`config.mk`:
```
export PLATFORM = sky130hd
export DESIGN_NAME = msg_link_tx_flat
export DESIGN_NICKNAME = d
export VERILOG_FILES = /design/src/rtl/msg_link_pkg.sv /design/src/rtl/msg_link_tx_if.sv /design/src/rtl/msg_fifo.sv /design/src/rtl/msg_link_tx.sv /design/src/flat_wrapper.sv
export SDC_FILE = /design/constraint.sdc
export NUM_CORES = 1
export LEC_CHECK = 0
export ABC_CLOCK_PERIOD_IN_PS = 6000
export CAP_MARGIN = 20
export CORE_UTILIZATION = 59
export DETAILED_ROUTE_END_ITERATION = 7
export GPL_TIMING_DRIVEN = 0
export PLACE_DENSITY = 0.81
export SYNTH_ARGS = -nofsm -noshare
export SYNTH_HDL_FRONTEND = slang
export SYNTH_SLANG_ARGS = --single-unit
```
`constraint.sdc`:
```
create_clock -name clk -period 6 [get_ports clk]
set_input_delay 1.8 -clock clk [delete_from_list [all_inputs] [get_ports clk]]
set_output_delay 1.8 -clock clk [all_outputs]
set_load 0.03 [all_outputs]
```
`src/rtl/msg_link_pkg.sv`:
```
// Shared types and constants for the A/B message link transmit side.
package msg_link_pkg;

    localparam int unsigned MSG_W = 32;
    localparam int unsigned CNT_W = 16;

    typedef enum logic [1:0] {
        IDLE     = 2'd0,
        SEND     = 2'd1,
        WAIT_ACK = 2'd2
    } tx_state_t;

    // Increment that sticks at all-ones instead of wrapping.
    function automatic logic [CNT_W-1:0] sat_inc(input logic [CNT_W-1:0] v);
        return (v == {CNT_W{1'b1}}) ? v : v + CNT_W'(1);
    endfunction

endpackage

```
`src/rtl/msg_link_tx_if.sv`:
```
// Producer handshake, link strobe/ack and status bundle of msg_link_tx.
interface msg_link_tx_if;
    import msg_link_pkg::*;

    logic             in_valid;
    logic             in_ready;
    logic [MSG_W-1:0] in_msg;
    logic             send;
    logic [MSG_W-1:0] message;
    logic             ack;
    logic             busy;
    logic             drop_err;
    logic [CNT_W-1:0] sent_count;
    logic [CNT_W-1:0] drop_count;

    // Environment side: local producer plus the receiving machine.
    modport master (
        output in_valid, in_msg, ack,
        input  in_ready, send, message, busy, drop_err, sent_count, drop_count
    );

    // Transmitter side.
    modport slave (
        input  in_valid, in_msg, ack,
        output in_ready, send, message, busy, drop_err, sent_count, drop_count
    );

endinterface

```
`src/rtl/msg_fifo.sv`:
```
// Small synchronous FIFO holding messages waiting for transmission.
// Pointers wrap modulo DEPTH; the occupancy counter separates full from empty.
module msg_fifo
    import msg_link_pkg::*;
#(
    parameter int unsigned DEPTH = 4
) (
    input  logic                         clk,
    input  logic                         reset,
    input  logic                         push_i,
    input  logic [MSG_W-1:0]             push_data_i,
    input  logic                         pop_i,
    output logic [MSG_W-1:0]             head_o,
    output logic                         full_o,
    output logic                         empty_o,
    output logic [$clog2(DEPTH+1)-1:0]   occupancy_o
);

    localparam int unsigned PtrW = (DEPTH < 2) ? 1 : $clog2(DEPTH);
    localparam int unsigned CntW = $clog2(DEPTH+1);

    logic [MSG_W-1:0] mem_q [DEPTH];
    logic [MSG_W-1:0] mem_d [DEPTH];
    logic [PtrW-1:0]  wr_ptr_q, wr_ptr_d;
    logic [PtrW-1:0]  rd_ptr_q, rd_ptr_d;
    logic [CntW-1:0]  count_q, count_d;
    logic             do_push;
    logic             do_pop;

    assign full_o      = (count_q == CntW'(DEPTH));
    assign empty_o     = (count_q == '0);
    assign occupancy_o = count_q;
    assign head_o      = mem_q[rd_ptr_q];

    // Refuse writes when full and reads when empty so the pointers never lap.
    assign do_push = push_i && !full_o;
    assign do_pop  = pop_i && !empty_o;

    // Next-state for storage, pointers and occupancy.
    always_comb begin
        mem_d    = mem_q;
        wr_ptr_d = wr_ptr_q;
        rd_ptr_d = rd_ptr_q;
        count_d  = count_q;
        if (do_push) begin
            mem_d[wr_ptr_q] = push_data_i;
            wr_ptr_d        = wr_ptr_q + PtrW'(1);
        end
        if (do_pop) begin
            rd_ptr_d = rd_ptr_q + PtrW'(1);
        end
        unique case ({do_push, do_pop})
            2'b10:   count_d = count_q + CntW'(1);
            2'b01:   count_d = count_q - CntW'(1);
            default: count_d = count_q;
        endcase
    end

    // Pointer and occupancy registers; reset empties the FIFO.
    always_ff @(posedge clk) begin
        if (reset) begin
            wr_ptr_q <= '0;
            rd_ptr_q <= '0;
            count_q  <= '0;
        end else begin
            wr_ptr_q <= wr_ptr_d;
            rd_ptr_q <= rd_ptr_d;
            count_q  <= count_d;
        end
    end

    // Storage array; contents are don't-care while the FIFO is empty.
    always_ff @(posedge clk) begin
        mem_q <= mem_d;
    end

endmodule

```
`src/rtl/msg_link_tx.sv`:
```
// Transmit side of the A/B message link: queues producer words, strobes them
// onto the link, waits for ack, retransmits on timeout and drops after
// MAX_RETRY retransmissions.
module msg_link_tx
    import msg_link_pkg::*;
#(
    parameter int unsigned DEPTH     = 4,
    parameter int unsigned TIMEOUT   = 8,
    parameter int unsigned MAX_RETRY = 3
) (
    input  logic          clk,
    input  logic          reset,
    msg_link_tx_if.slave  bus
);

    localparam int unsigned TimerW = (TIMEOUT < 2) ? 1 : $clog2(TIMEOUT);
    localparam int unsigned RetryW = (MAX_RETRY < 1) ? 1 : $clog2(MAX_RETRY + 1);
    localparam int unsigned OccW   = $clog2(DEPTH + 1);

    tx_state_t        state_q, state_d;
    logic [TimerW-1:0] timer_q, timer_d;
    logic [RetryW-1:0] retry_q, retry_d;
    logic             send_q, send_d;
    logic [MSG_W-1:0] message_q, message_d;
    logic             drop_err_q, drop_err_d;
    logic [CNT_W-1:0] sent_cnt_q, sent_cnt_d;
    logic [CNT_W-1:0] drop_cnt_q, drop_cnt_d;

    logic             fifo_push;
    logic             fifo_pop;
    logic [MSG_W-1:0] fifo_head;
    logic             fifo_full;
    logic             fifo_empty;
    logic [OccW-1:0]  fifo_occ;
    logic             timer_expired;

    assign fifo_push = bus.in_valid && !fifo_full;

    msg_fifo #(
        .DEPTH (DEPTH)
    ) u_fifo (
        .clk         (clk),
        .reset       (reset),
        .push_i      (fifo_push),
        .push_data_i (bus.in_msg),
        .pop_i       (fifo_pop),
        .head_o      (fifo_head),
        .full_o      (fifo_full),
        .empty_o     (fifo_empty),
        .occupancy_o (fifo_occ)
    );

    assign timer_expired = (timer_q == TimerW'(TIMEOUT - 1));

    // Next-state, transmit strobe, pop request and counter updates.
    always_comb begin
        state_d    = state_q;
        timer_d    = timer_q;
        retry_d    = retry_q;
        message_d  = message_q;
        send_d     = 1'b0;
        drop_err_d = 1'b0;
        sent_cnt_d = sent_cnt_q;
        drop_cnt_d = drop_cnt_q;
        fifo_pop   = 1'b0;

        unique case (state_q)
            IDLE: begin
                if (!fifo_empty) begin
                    state_d   = SEND;
                    message_d = fifo_head;
                    send_d    = 1'b1;
                end
            end
            SEND: begin
                state_d = WAIT_ACK;
                timer_d = '0;
            end
            WAIT_ACK: begin
                timer_d = timer_q + TimerW'(1);
                // ack outranks the timeout decision on the same cycle
                if (bus.ack) begin
                    fifo_pop   = 1'b1;
                    sent_cnt_d = sat_inc(sent_cnt_q);
                    retry_d    = '0;
                    state_d    = IDLE;
                end else if (timer_expired) begin
                    if (retry_q < RetryW'(MAX_RETRY)) begin
                        // message_q still holds the head word, resend it unchanged
                        retry_d = retry_q + RetryW'(1);
                        state_d = SEND;
                        send_d  = 1'b1;
                    end else begin
                        fifo_pop   = 1'b1;
                        drop_cnt_d = sat_inc(drop_cnt_q);
                        drop_err_d = 1'b1;
                        retry_d    = '0;
                        state_d    = IDLE;
                    end
                end
            end
            default: begin
                state_d = IDLE;
            end
        endcase
    end

    // State, timer, retry and registered outputs; reset discards any in-flight word.
    always_ff @(posedge clk) begin
        if (reset) begin
            state_q    <= IDLE;
            timer_q    <= '0;
            retry_q    <= '0;
            send_q     <= 1'b0;
            message_q  <= '0;
            drop_err_q <= 1'b0;
            sent_cnt_q <= '0;
            drop_cnt_q <= '0;
        end else begin
            state_q    <= state_d;
            timer_q    <= timer_d;
            retry_q    <= retry_d;
            send_q     <= send_d;
            message_q  <= message_d;
            drop_err_q <= drop_err_d;
            sent_cnt_q <= sent_cnt_d;
            drop_cnt_q <= drop_cnt_d;
        end
    end

    assign bus.in_ready   = !fifo_full;
    assign bus.busy       = (state_q != IDLE) || (fifo_occ != '0);
    assign bus.send       = send_q;
    assign bus.message    = message_q;
    assign bus.drop_err   = drop_err_q;
    assign bus.sent_count = sent_cnt_q;
    assign bus.drop_count = drop_cnt_q;

endmodule

```
`src/flat_wrapper.sv`:
```
// flat-port wrapper written by rule: the top's interface ports become plain ports
module msg_link_tx_flat import msg_link_pkg::*;
#(
    parameter int unsigned DEPTH     = 4,
    parameter int unsigned TIMEOUT   = 8,
    parameter int unsigned MAX_RETRY = 3
)
  (clk, reset, bus_in_valid, bus_in_msg, bus_ack, bus_in_ready, bus_send, bus_message, bus_busy, bus_drop_err, bus_sent_count, bus_drop_count);
  msg_link_tx_if bus_i ();
  input  logic clk;
  input  logic reset;
  input wire logic [$bits(bus_i.in_valid)-1:0] bus_in_valid;
  input wire logic [$bits(bus_i.in_msg)-1:0] bus_in_msg;
  input wire logic [$bits(bus_i.ack)-1:0] bus_ack;
  output wire logic [$bits(bus_i.in_ready)-1:0] bus_in_ready;
  output wire logic [$bits(bus_i.send)-1:0] bus_send;
  output wire logic [$bits(bus_i.message)-1:0] bus_message;
  output wire logic [$bits(bus_i.busy)-1:0] bus_busy;
  output wire logic [$bits(bus_i.drop_err)-1:0] bus_drop_err;
  output wire logic [$bits(bus_i.sent_count)-1:0] bus_sent_count;
  output wire logic [$bits(bus_i.drop_count)-1:0] bus_drop_count;
  assign bus_i.in_valid = bus_in_valid;
  assign bus_i.in_msg = bus_in_msg;
  assign bus_i.ack = bus_ack;
  assign bus_in_ready = bus_i.in_ready;
  assign bus_send = bus_i.send;
  assign bus_message = bus_i.message;
  assign bus_busy = bus_i.busy;
  assign bus_drop_err = bus_i.drop_err;
  assign bus_sent_count = bus_i.sent_count;
  assign bus_drop_count = bus_i.drop_count;
  msg_link_tx #(.DEPTH(DEPTH), .TIMEOUT(TIMEOUT), .MAX_RETRY(MAX_RETRY)) u_core (.clk(clk), .reset(reset), .bus(bus_i));
endmodule
```
After elaboration in Yosys (flattened, before gate mapping)

Index checks and enable logic that the tools add are counted.
Widths: inputs -> output; s select.

Multiplexer cells: 25
Order comparisons: 4
Reductions and logical operators: 20
Equal/unequal tests: 10
Bitwise gates (word level): 8
Add/sub/neg operators: 8

Operators by type and width:

| kind                  | number |
|---|---|
| $bwmux 128            | 1 |
| $mux 32               | 3 |
| $bmux 32 s2           | 1 |
| $demux 32 s2          | 1 |
| $add 16x1->16 const B | 2 |
| $eq 16x16->1 const B  | 2 |
| $mux 2                | 6 |
| $pmux 3 s2            | 2 |
| $mux 1                | 9 |
| $reduce_bool 2->1     | 4 |
| $add 2x1->2 const B   | 3 |
| $add 3x1->3 const B   | 2 |
| $eq 3x3->1 const B    | 2 |
| $ge 3x3->1 const B    | 2 |
| $not 1->1             | 6 |
| $not 2->3             | 2 |
| $pmux 2 s3            | 1 |
| $reduce_and 2->1      | 3 |
| $reduce_and 5->1      | 1 |
| $eq 2x1->1 const B    | 2 |
| $eq 2x2->1 const B    | 2 |
| $logic_and 1x1->1     | 4 |
| $logic_not 3->1       | 1 |
| $lt 3x1->1 const B    | 1 |
| 11 further kinds      | 12 |

Output and inout bits: 68
Register bits: 208
Logic and storage cells: 90

Depth between registers and ports, before layout

Gate-level depths: netlist of the first run.

Depth in word-level cells: 8
Mapped depth: 10
Mapped depth without buffers: 10

Modules after synthesis

Synthesis of the first run repeated with hierarchy kept, for this count alone.

Cell total of the unflattened synthesis: 611
Area, all modules: 8423.1 sq um

By module, submodules not included:

| module      | times used | area each (sq um) | seq. area each (sq um) | cells each |
|---|---|---|---|---|
| msg_fifo    | 1          | 5153.7            | 3983.8                 | 218 |
| msg_link_tx | 1          | 3269.4            | 1461.4                 | 393 |

Worst setup path before layout of the first run

Ideal clock, no wire load.

Kind: input to register
From: input port bus_ack
To: register u_core.u_fifo.count_q[2], in the netlist u_core.u_fifo.occupancy_o[2]
Library setup time: 0.070 ns
Cell stages on the path: 8
Setup slack: 2.537 ns
Data required time: 5.930 ns
Arrival: 3.393 ns
Cells stage by stage: a21oi_1 -> nor3b_1 -> ha_1 -> inv_1 -> fa_1 -> xor2_1 -> or3_1 -> a21oi_1

Longest elaborated chain between the ends: 5
Elaborated cells on any way between the ends: 7
Classes of those cells: 2 x eq/ne; 3 x mux; 2 x reduce/logical

Ends and longest elaborated chain:

| element                                                | line               | source |
|---|---|---|
| from (decl)                                            | flat_wrapper.sv:14 | `input wire logic [$bits(bus_i.ack)-1:0] bus_ack;` |
| $mux 1 *                                               | msg_link_tx.sv:82  | `if (bus.ack) begin` |
| $mux 1 *                                               | msg_link_tx.sv:67  | `unique case (state_q)` |
| $logic_and 1x1->1 *                                    | msg_fifo.sv:37     | `assign do_pop = pop_i && !empty_o;` |
| via u_core.u_fifo.do_pop                               | msg_fifo.sv:28     | `logic do_pop;` |
| $eq 2x1->1 / $eq 2x2->1 (equally long branches)        | msg_fifo.sv:52     | `unique case ({do_push, do_pop})` |
| $pmux 3 s2 / $reduce_bool 2->1 (equally long branches) | -                  |  |
| to (signal assigned)                                   | msg_fifo.sv:68     | `count_q <= count_d;` |
| to (decl)                                              | msg_fifo.sv:26     | `logic [CntW-1:0] count_q, count_d;` |

Mark *: on every way through the listed nets, which the timed path passes. The rest lies on a longest branch.
A chain may end at the register's enable or synchronous reset.

Final worst setup path of the first run

Same ends and word-level chain as after synthesis.

==> impl_results.rst, run 1 <==
.. list-table::
   :header-rows: 1

   * - Metric
     - Value
   * - Ordered cell list for the critical path
     - clkdlybuf4s50_1 > a21oi_1 > nor3b_1 > ha_1 > inv_1 > fa_1 > xor2_1 > or3_1 > a21oi_1
   * - Max-cap violations
     - 0
   * - Period minus WS final
     - a little under 4 ns
   * - Net count, final
     - approximately 760
   * - Fill cell instance count of the final layout
     - 831
   * - Setup WS post-layout
     - about 2.1 ns
   * - Type of origin of the critical path
     - input port
   * - Crit-path max FO
     - 9
   * - Via density
     - 5.73
   * - Final number of setup-violating endpoints
     - 0
   * - Kind of cell adding the most delay to the critical path
     - simple AND/OR/NAND/NOR gates
   * - Count of buffering cells on the critical path with inverters included
     - 2
   * - Number of buffers inserted during clock tree synthesis
     - 21
   * - Initial antenna violation count
     - 0
   * - Most instantiated library cell after synthesis
     - edfxtp_1
   * - Number of nets still failing antenna checks after routing
     - 0
   * - Total detailed-routing wirelength
     - 16500 µm
   * - Global Route Usage Sum
     - 0.244
   * - PostCTS Resize Cnt
     - 0
   * - Wire length of the first global-routing pass
     - 26800 µm
   * - Number of global-route vias before repair
     - approximately 5.3k
   * - Cell Pwr Density
     - between 300 and 400 nW/µm²
   * - Bufs on Longest Clock Path
     - 3
   * - Worst-skew pair later-pin latency
     - 0.49 ns
   * - N_diodes
     - 0
   * - Number of nets in the synthesized netlist
     - 637
   * - Fraction of the cycle the final worst path needs
     - 0.657
   * - Core box area
     - around 13000 µm²
   * - Fraction of post-synthesis cell area in the top cell type by area
     - 0.473
   * - Endpoint class of the critical path
     - flop
   * - TNS Setup
     - 0 ns
   * - Min-Delay Path Class
     - flop to flop
   * - Pre-antenna DRT Iters
     - 5
   * - GRT overflow
     - 0
   * - Share of the yosys chip area belonging to registers
     - 0.671
   * - Library cell occupying the most area in the post-synthesis netlist
     - edfxtp_1
   * - Remaining design rule violation count
     - 0
   * - Highest achievable clock rate
     - between 200 and 300 MHz
   * - Max-slew headroom at the worst pin
     - 0.392
   * - Top post-synthesis cells by area
     - edfxtp_1 (47%), dfxtp_1 (20%), mux4_2 (8.9%)
   * - Buffer count from post-CTS setup fixing
     - 0
   * - Path type of the worst setup path
     - input port to flop
   * - Die ar.
     - roughly 14000 µm²
   * - Ratio of cells with drive above 1 in the final layout
     - 0.114
   * - Clock input transition at the sequential cells of the worst setup and hold paths
     - 0.06 ns
   * - Post-synthesis instance area
     - just over 8000 µm²
   * - Number of DRC markers in iteration 0
     - between 300 and 400
   * - Syn Inst Count
     - 586
   * - Status
     - completed
   * - Commonest cells post-synth
     - edfxtp_1 (128), nand2_1 (82), dfxtp_1 (80)
   * - Depth of the CTS H-tree
     - 1
   * - Root buffer cell
     - clkbuf_16
   * - Cell seen most often among critical-path stages
     - a21oi_1
   * - Async set-or-reset flop fraction in the synthesized netlist
     - 0
   * - Final HPWL from detailed placement
     - 10500 µm
   * - Static leakage
     - 0.00332 µW
   * - Delay of the slowest cell on the worst path
     - just over 0.6 ns
   * - Per-cell routed wire length
     - approximately 18 µm
   * - Total number of yosys warnings
     - 0
   * - Critical path data required time
     - about 6.4 ns
   * - Worst setup slack after placement
     - around 1.6 ns
   * - Final Max Slew Viols
     - 0
   * - Row Count
     - 42
   * - Sequential cell area in the final layout
     - ~5400 µm²
   * - Ports
     - ~100
   * - Starting utilization of the core area
     - 0.608
   * - Max Clock Skew
     - roughly 0.018 ns
   * - Peak supply drop
     - approximately 280 µV
   * - Instance count after placement with tap cells included
     - about 860
   * - Port Buffers
     - about 100
   * - CP Data Arrival Time
     - ~4.4 ns
   * - Footprint of the multi-input gates
     - approximately 2500 µm²
   * - Clock tree from TritonCTS
     - yes
   * - Horiz. Die Dim
     - approximately 120 µm
   * - Synth cell types
     - 46
   * - Count of final hold-check violations
     - 0
   * - Number of buffers added to fix hold violations after cts
     - 0
   * - Vertical extent of the die
     - 119 µm
   * - Cell with the largest stage delay on the worst path
     - clkdlybuf4s50_1
   * - FF+latch count, synth
     - about 210
   * - RSZ-0062 raised after global routing
     - false
   * - Final Instance Count excl. Fillers
     - around 900
   * - Placer congestion estimate
     - roughly 0.85
   * - Most used DFF post-synth
     - edfxtp_1
   * - Transition time of the tightest slew-check pin
     - 0.911 ns
   * - Total via count in the routed design
     - slightly above 5k
   * - Post-synthesis average cell area
     - 13.9 µm²
   * - Count of flip-flops with a built-in enable after synthesis
     - 128
   * - Signed area change from the synthesized netlist to the final layout
     - 23.9%
   * - Sinks on the clock net
     - about 210
   * - Pin count of the biggest net entering global routing
     - 33
-- power by group --
part / internal [µW] / switching (µW)
clock network: 802 / 509
registers: 1620 / 44.7
logic: 215 / 356
-- cell type report --
type / instances / share of cell area
clock buffer: 31 / 0.0580
buffer: 28 / 0.0128
sequential: 208 / 0.541
clock inverter: 7 / 0.0111
inverter: 9 / 0.00336
multi-input combinational: 341 / 0.250
tap: 176 / 0.0219
timing repair buffer: 102 / 0.102
-- tightest hold or removal path, stage by stage, from the launching register on --
cell and delay (ns):
dfxtp_1 0.31, nand2_1 0.05, a21oi_1 0.05
-- per-layer routing --
| metal | GRT usage | share of wire | up-vias |
|---|---|---|---|
| met1 | 0.310 | 0.41 | 2548 |
| met3 | 0.0445 | 0.065 | 31 |
| met2 | 0.432 | 0.51 | 183 |
| met5 | 0 | 0 | - |
| li1 | - | - | 2405 |
| met4 | 0.0625 | 0.021 | 0 |
-- cell usage in the layout, fill, tap and decap left out, types with 5 or more instances in the layout --
cell type	n
clkbuf_1	22
edfxtp_1	128
nand4_1	9
nand2b_1	5
dfxtp_1	80
nor4_1	5
nand3_1	9
ha_1	14
nand2_1	82
clkdlybuf4s50_1	102
clkbuf_16	21
nor2_1	46
inv_1	9
a21oi_1	49
nor3_1	8
mux4_2	32
xor2_1	14
buf_2	9
xnor2_1	16
-- path summary, 6_finish.rpt --
kind                                 startpoint  slack [ns]                                   endpoint  cells past startpoint
max                                     bus_ack        2.06  u_core.u_fifo.occupancy_o[2]$_SDFFE_PP0P_                      9
min          u_core.bus.message[0]$_SDFFE_PP0P_        0.45         u_core.bus.message[0]$_SDFFE_PP0P_                      2
max reg2reg      u_core.timer_q[0]$_SDFFE_PP0P_        3.17  u_core.u_fifo.occupancy_o[2]$_SDFFE_PP0P_                     10
min reg2reg  u_core.bus.message[0]$_SDFFE_PP0P_        0.45         u_core.bus.message[0]$_SDFFE_PP0P_                      2
-- logic make-up after synthesis --
family	count (synthesis)	synth area share
xor+xnor	30	0.0324
buf+inv	37	0.0200
flops	208	0.671
simple gates	198	0.118
fa+ha+maj	15	0.0240
compound gates	63	0.0427
mux	35	0.0925
-- through the flow --
stage	power [µW]	util	hold WS, ns	cell area, µm²
3_5_place_dp	2260	0.702	0.447	9360
6_report	3550	0.754	0.454	10100
5_1_grt	3680	0.754	0.475	10100
4_1_cts	3570	0.754	0.454	10100
2_1_floorplan	2030	-	0.440	8120
3_3_place_gp	2240	0.701	0.443	9360
-- registers in the layout, summed over array words and instances (netlist names), 3 cells and up --
name / count
u_core.bus.sent_count: 16
u_core.u_fifo.occupancy_o: 3
u_core.bus.message: 32
u_core.u_fifo.mem_q: 128
u_core.timer_q: 3
u_core.bus.drop_count: 16
(Power assumes the default switching activity.)
==> run 2: changes to the inputs <==
Settings changed: ABC_CLOCK_PERIOD_IN_PS 6000 to 3190, CORE_UTILIZATION 59 to 50, PLACE_DENSITY 0.81 to 0.73.
Clock period 6 ns to 3.19 ns, I/O delays scaled along.
==> run 2 against run 1 <==
Against the previous run: sequential power grew 88%; highest routed layer unchanged; count of clock-buffer cells in the layout shrank 6; cell count grew 5.0%; critical path type is now flop to primary output.
==> impl_results.rst, run 2 (synthesis results as in run 1) <==
.. list-table::
   :header-rows: 1

   * - Metric
     - Value
   * - Status
     - completed
   * - Switching pwr
     - 1760 µW (+94%)
   * - Clock tree from TritonCTS
     - yes
   * - Wire length of the first global-routing pass
     - 26200 µm (-2.3%)
   * - Pre-antenna DRT Iters
     - 5 (unchanged)
   * - Type of origin of the critical path
     - flop
   * - Path type of the worst setup path
     - flop to primary output
   * - Signed area change from the synthesized netlist to the final layout
     - 26.0%
   * - Highest achievable clock rate
     - about 330 MHz
   * - Remaining design rule violation count
     - 0 (unchanged)
   * - Number of nets still failing antenna checks after routing
     - 0 (unchanged)
   * - Final Max Slew Viols
     - 0 (unchanged)
   * - Final standard cell utilization of the core
     - 0.644 (-0.110)
   * - Starting utilization of the core area
     - 0.511 (-0.0971)
   * - Global Route Usage Sum
     - 0.207 (-0.0371)
   * - Final number of setup-violating endpoints
     - 0 (unchanged)
   * - Max-cap violations
     - 0 (unchanged)
   * - Peak supply drop
     - 500 µV (+80%)
   * - Worst reg2reg setup slack
     - 0.59 ns (-2.58 ns)
   * - Horiz. Die Dim
     - 129 µm (+8.5%)
   * - Buffer count from post-CTS setup fixing
     - 0 (unchanged)
   * - Leading cell types in the layout, fill and taps excluded
     - edfxtp_1 (128), clkdlybuf4s50_1 (102), nand2_1 (82)
   * - Final instance area
     - 10200 µm² (+1.7%)
   * - Net count, final
     - 766 (+0.52%)
   * - Number of buffers inserted during clock tree synthesis
     - 22 (+4.8%)
   * - Initial antenna violation count
     - 0 (unchanged)
   * - Worst Hold Path EP
     - u_core.bus.message[15]$_SDFFE_PP0P_
   * - Port Buffers
     - 102 (unchanged)
   * - Core box area
     - 15900 µm² (+19%)
   * - Share of power burned in combinational logic
     - 0.156 (-0.005)
   * - Endpoint class of the critical path
     - primary output
   * - Number of buffers added to fix hold violations after cts
     - 0 (unchanged)
   * - Ordered cell list for the critical path
     - nor3_1 > nand2_1 > clkdlybuf4s50_1
   * - PostCTS Resize Cnt
     - 0 (unchanged)
   * - Per-cell routed wire length
     - 17.7 µm (-3.4%)
   * - Kind of cell adding the most delay to the critical path
     - simple AND/OR/NAND/NOR gates
   * - Ports
     - 104 (unchanged)
   * - Count of buffering cells on the critical path with inverters included
     - 1 (-1)
   * - Startpoint of the most critical hold path
     - u_core.bus.message[15]$_SDFFE_PP0P_
   * - Critical path data required time
     - 2.23 ns (-4.17 ns)
   * - Delay of the slowest cell on the worst path
     - 0.64 ns (+0.03 ns)
   * - Cell Pwr Density
     - 667 nW/µm² (+89%)
   * - Sinks on the clock net
     - 208 (unchanged)
   * - Worst r2r src
     - u_core.timer_q[0]$_SDFFE_PP0P_
   * - Period minus WS final
     - 3.06 ns
   * - Crit-path max FO
     - 5 (-4)
   * - Max-slew headroom at the worst pin
     - 0.398 (+0.00557)
   * - GRT overflow
     - 0 (unchanged)
   * - Startpoint of the most critical setup path
     - u_core.u_fifo.occupancy_o[2]$_SDFFE_PP0P_
   * - Vertical extent of the die
     - 129 µm (+8.5%)
   * - Ratio of cells with drive above 1 in the final layout
     - 0.124 (+0.0102)
   * - N_diodes
     - 0 (unchanged)
   * - Static leakage
     - 0.00337 µW (+1.5%)
   * - Clock input transition at the sequential cells of the worst setup and hold paths
     - 0.06 ns (about the same)
   * - Register with the highest flop count
     - u_core.u_fifo.mem_q
   * - Min-Delay Path Class
     - flop to flop
   * - Share of power burned in the clock network
     - 0.384 (+0.014)
   * - Max Clock Skew
     - 0.0191 ns (+0.00159 ns)
   * - Row Count
     - 46 (+9.5%)
   * - CP Data Arrival Time
     - 2.10 ns (-2.25 ns)
   * - Hold depth
     - 2 (unchanged)
   * - Count of final hold-check violations
     - 0 (unchanged)
   * - Depth of the CTS H-tree
     - 1 (unchanged)
   * - Flip-flop count of the largest register after layout
     - 128 (unchanged)
   * - Sw frac
     - 0.259 (+0.00206)
   * - Die ar.
     - 16700 µm² (+18%)
   * - Total via count in the routed design
     - 5157 (-0.19%)
   * - Worst-skew pair later-pin latency
     - 0.50 ns (about the same)
   * - Transition time of the tightest slew-check pin
     - 0.903 ns (-0.00836 ns)
   * - Reg-to-reg critical path endpoint
     - u_core.u_fifo.occupancy_o[2]$_SDFFE_PP0P_
   * - Number of DRC markers in iteration 0
     - 318 (-7.0%)
   * - Pin count of the biggest net entering global routing
     - 33 (unchanged)
   * - Placer congestion estimate
     - 0.866 (+1.5%)
   * - Placed Area
     - 9470 µm² (+1.2%)
   * - FF-to-FF path depth
     - 10 (unchanged)
   * - Final HPWL from detailed placement
     - 10600 µm (+1.7%)
   * - RSZ-0062 raised after global routing
     - false
   * - Power share of the sequential group
     - 0.460 (-0.009)
   * - Total detailed-routing wirelength
     - 16800 µm (+1.4%)
   * - Root buffer cell
     - clkbuf_16
   * - Bufs on Longest Clock Path
     - 3 (unchanged)
   * - Fraction of the cycle the final worst path needs
     - 0.959
   * - Via density
     - 5.45 (-4.9%)
   * - Number of global-route vias before repair
     - 5164 (-2.3%)
   * - Internal power
     - 5050 µW (+92%)
   * - Final Total Pwr
     - 6820 µW (+92%)
   * - Post-route worst hold slack
     - 0.456 ns (+0.00251 ns)
   * - Most common cell after layout, fill and taps aside
     - edfxtp_1
   * - Cell with the largest stage delay on the worst path
     - clkdlybuf4s50_1
## run 2: cell count changes in the layout (fill, tap and decap cells not counted), moves of 2 or more
cell / change
buf_12: +3
clkbuf_8: -2
clkinv_1: +3
clkinv_2: +2
clkbuf_1: -5
## run 2: worst register-to-register path: stages, from the launching register on
cell and delay, ns:
dfxtp_1 0.36, ha_1 0.17, ha_1 0.26, a21oi_1 0.11
nor3b_2 0.34, ha_1 0.26, inv_1 0.06, fa_1 0.38
xor2_1 0.16, or3_1 0.31, a21oi_1 0.13
## run 2: final cells by class
| cell class | count | area (µm²) |
|---|---|---|
| buffer | 28 | 129 |
| clock buffer | 25 | 562 |
| clock inverter | 15 | 186 |
| fill | 1170 | 5660 |
| inverter | 9 | 33.8 |
| multi-input combinational | 341 | 2520 |
| sequential | 208 | 5450 |
| tap | 216 | 270 |
| timing repair buffer | 105 | 1080 |
## run 2: power by group through the flow
| stage | registers (µW) | clock network, µW | logic, µW |
|---|---|---|---|
| floorplan | 3340 | 0 | 475 |
| global placement | 3180 | 0 | 1030 |
| detailed placement | 3190 | 0 | 1070 |
| CTS | 3140 | 2660 | 1080 |
| global route | 3160 | 2740 | 1150 |
| finish | 3140 | 2620 | 1060 |
## run 2: worst max-delay path by stage
stage	endpoint	cells after the start
after global placement	u_core.u_fifo.occupancy_o[2]$_SDFFE_PP0P_	9
after CTS	u_core.u_fifo.occupancy_o[2]$_SDFFE_PP0P_	9
after detailed placement	u_core.u_fifo.occupancy_o[2]$_SDFFE_PP0P_	9
after floorplan	u_core.u_fifo.occupancy_o[2]$_SDFFE_PP0P_	8
after global routing	bus_busy	3
final	bus_busy	3
## run 2: stage by stage
stage	worst slack [ns]	std cells	setup TNS [ns]
after floorplan	0.570	586	0
after global placement	-0.312	904	-20.75
after detailed placement	-0.388	907	-0.528
after CTS	0.129	947	0
after global routing	0.0222	947	0
final	0.130	947	0
## run 2: routing by layer
metal	track usage	vias up	wire [µm]
met5	0	-	0
met4	0.0705	0	471
met3	0.0405	33	957
met2	0.365	159	8560
met1	0.256	2544	6780
li1	-	2421	-
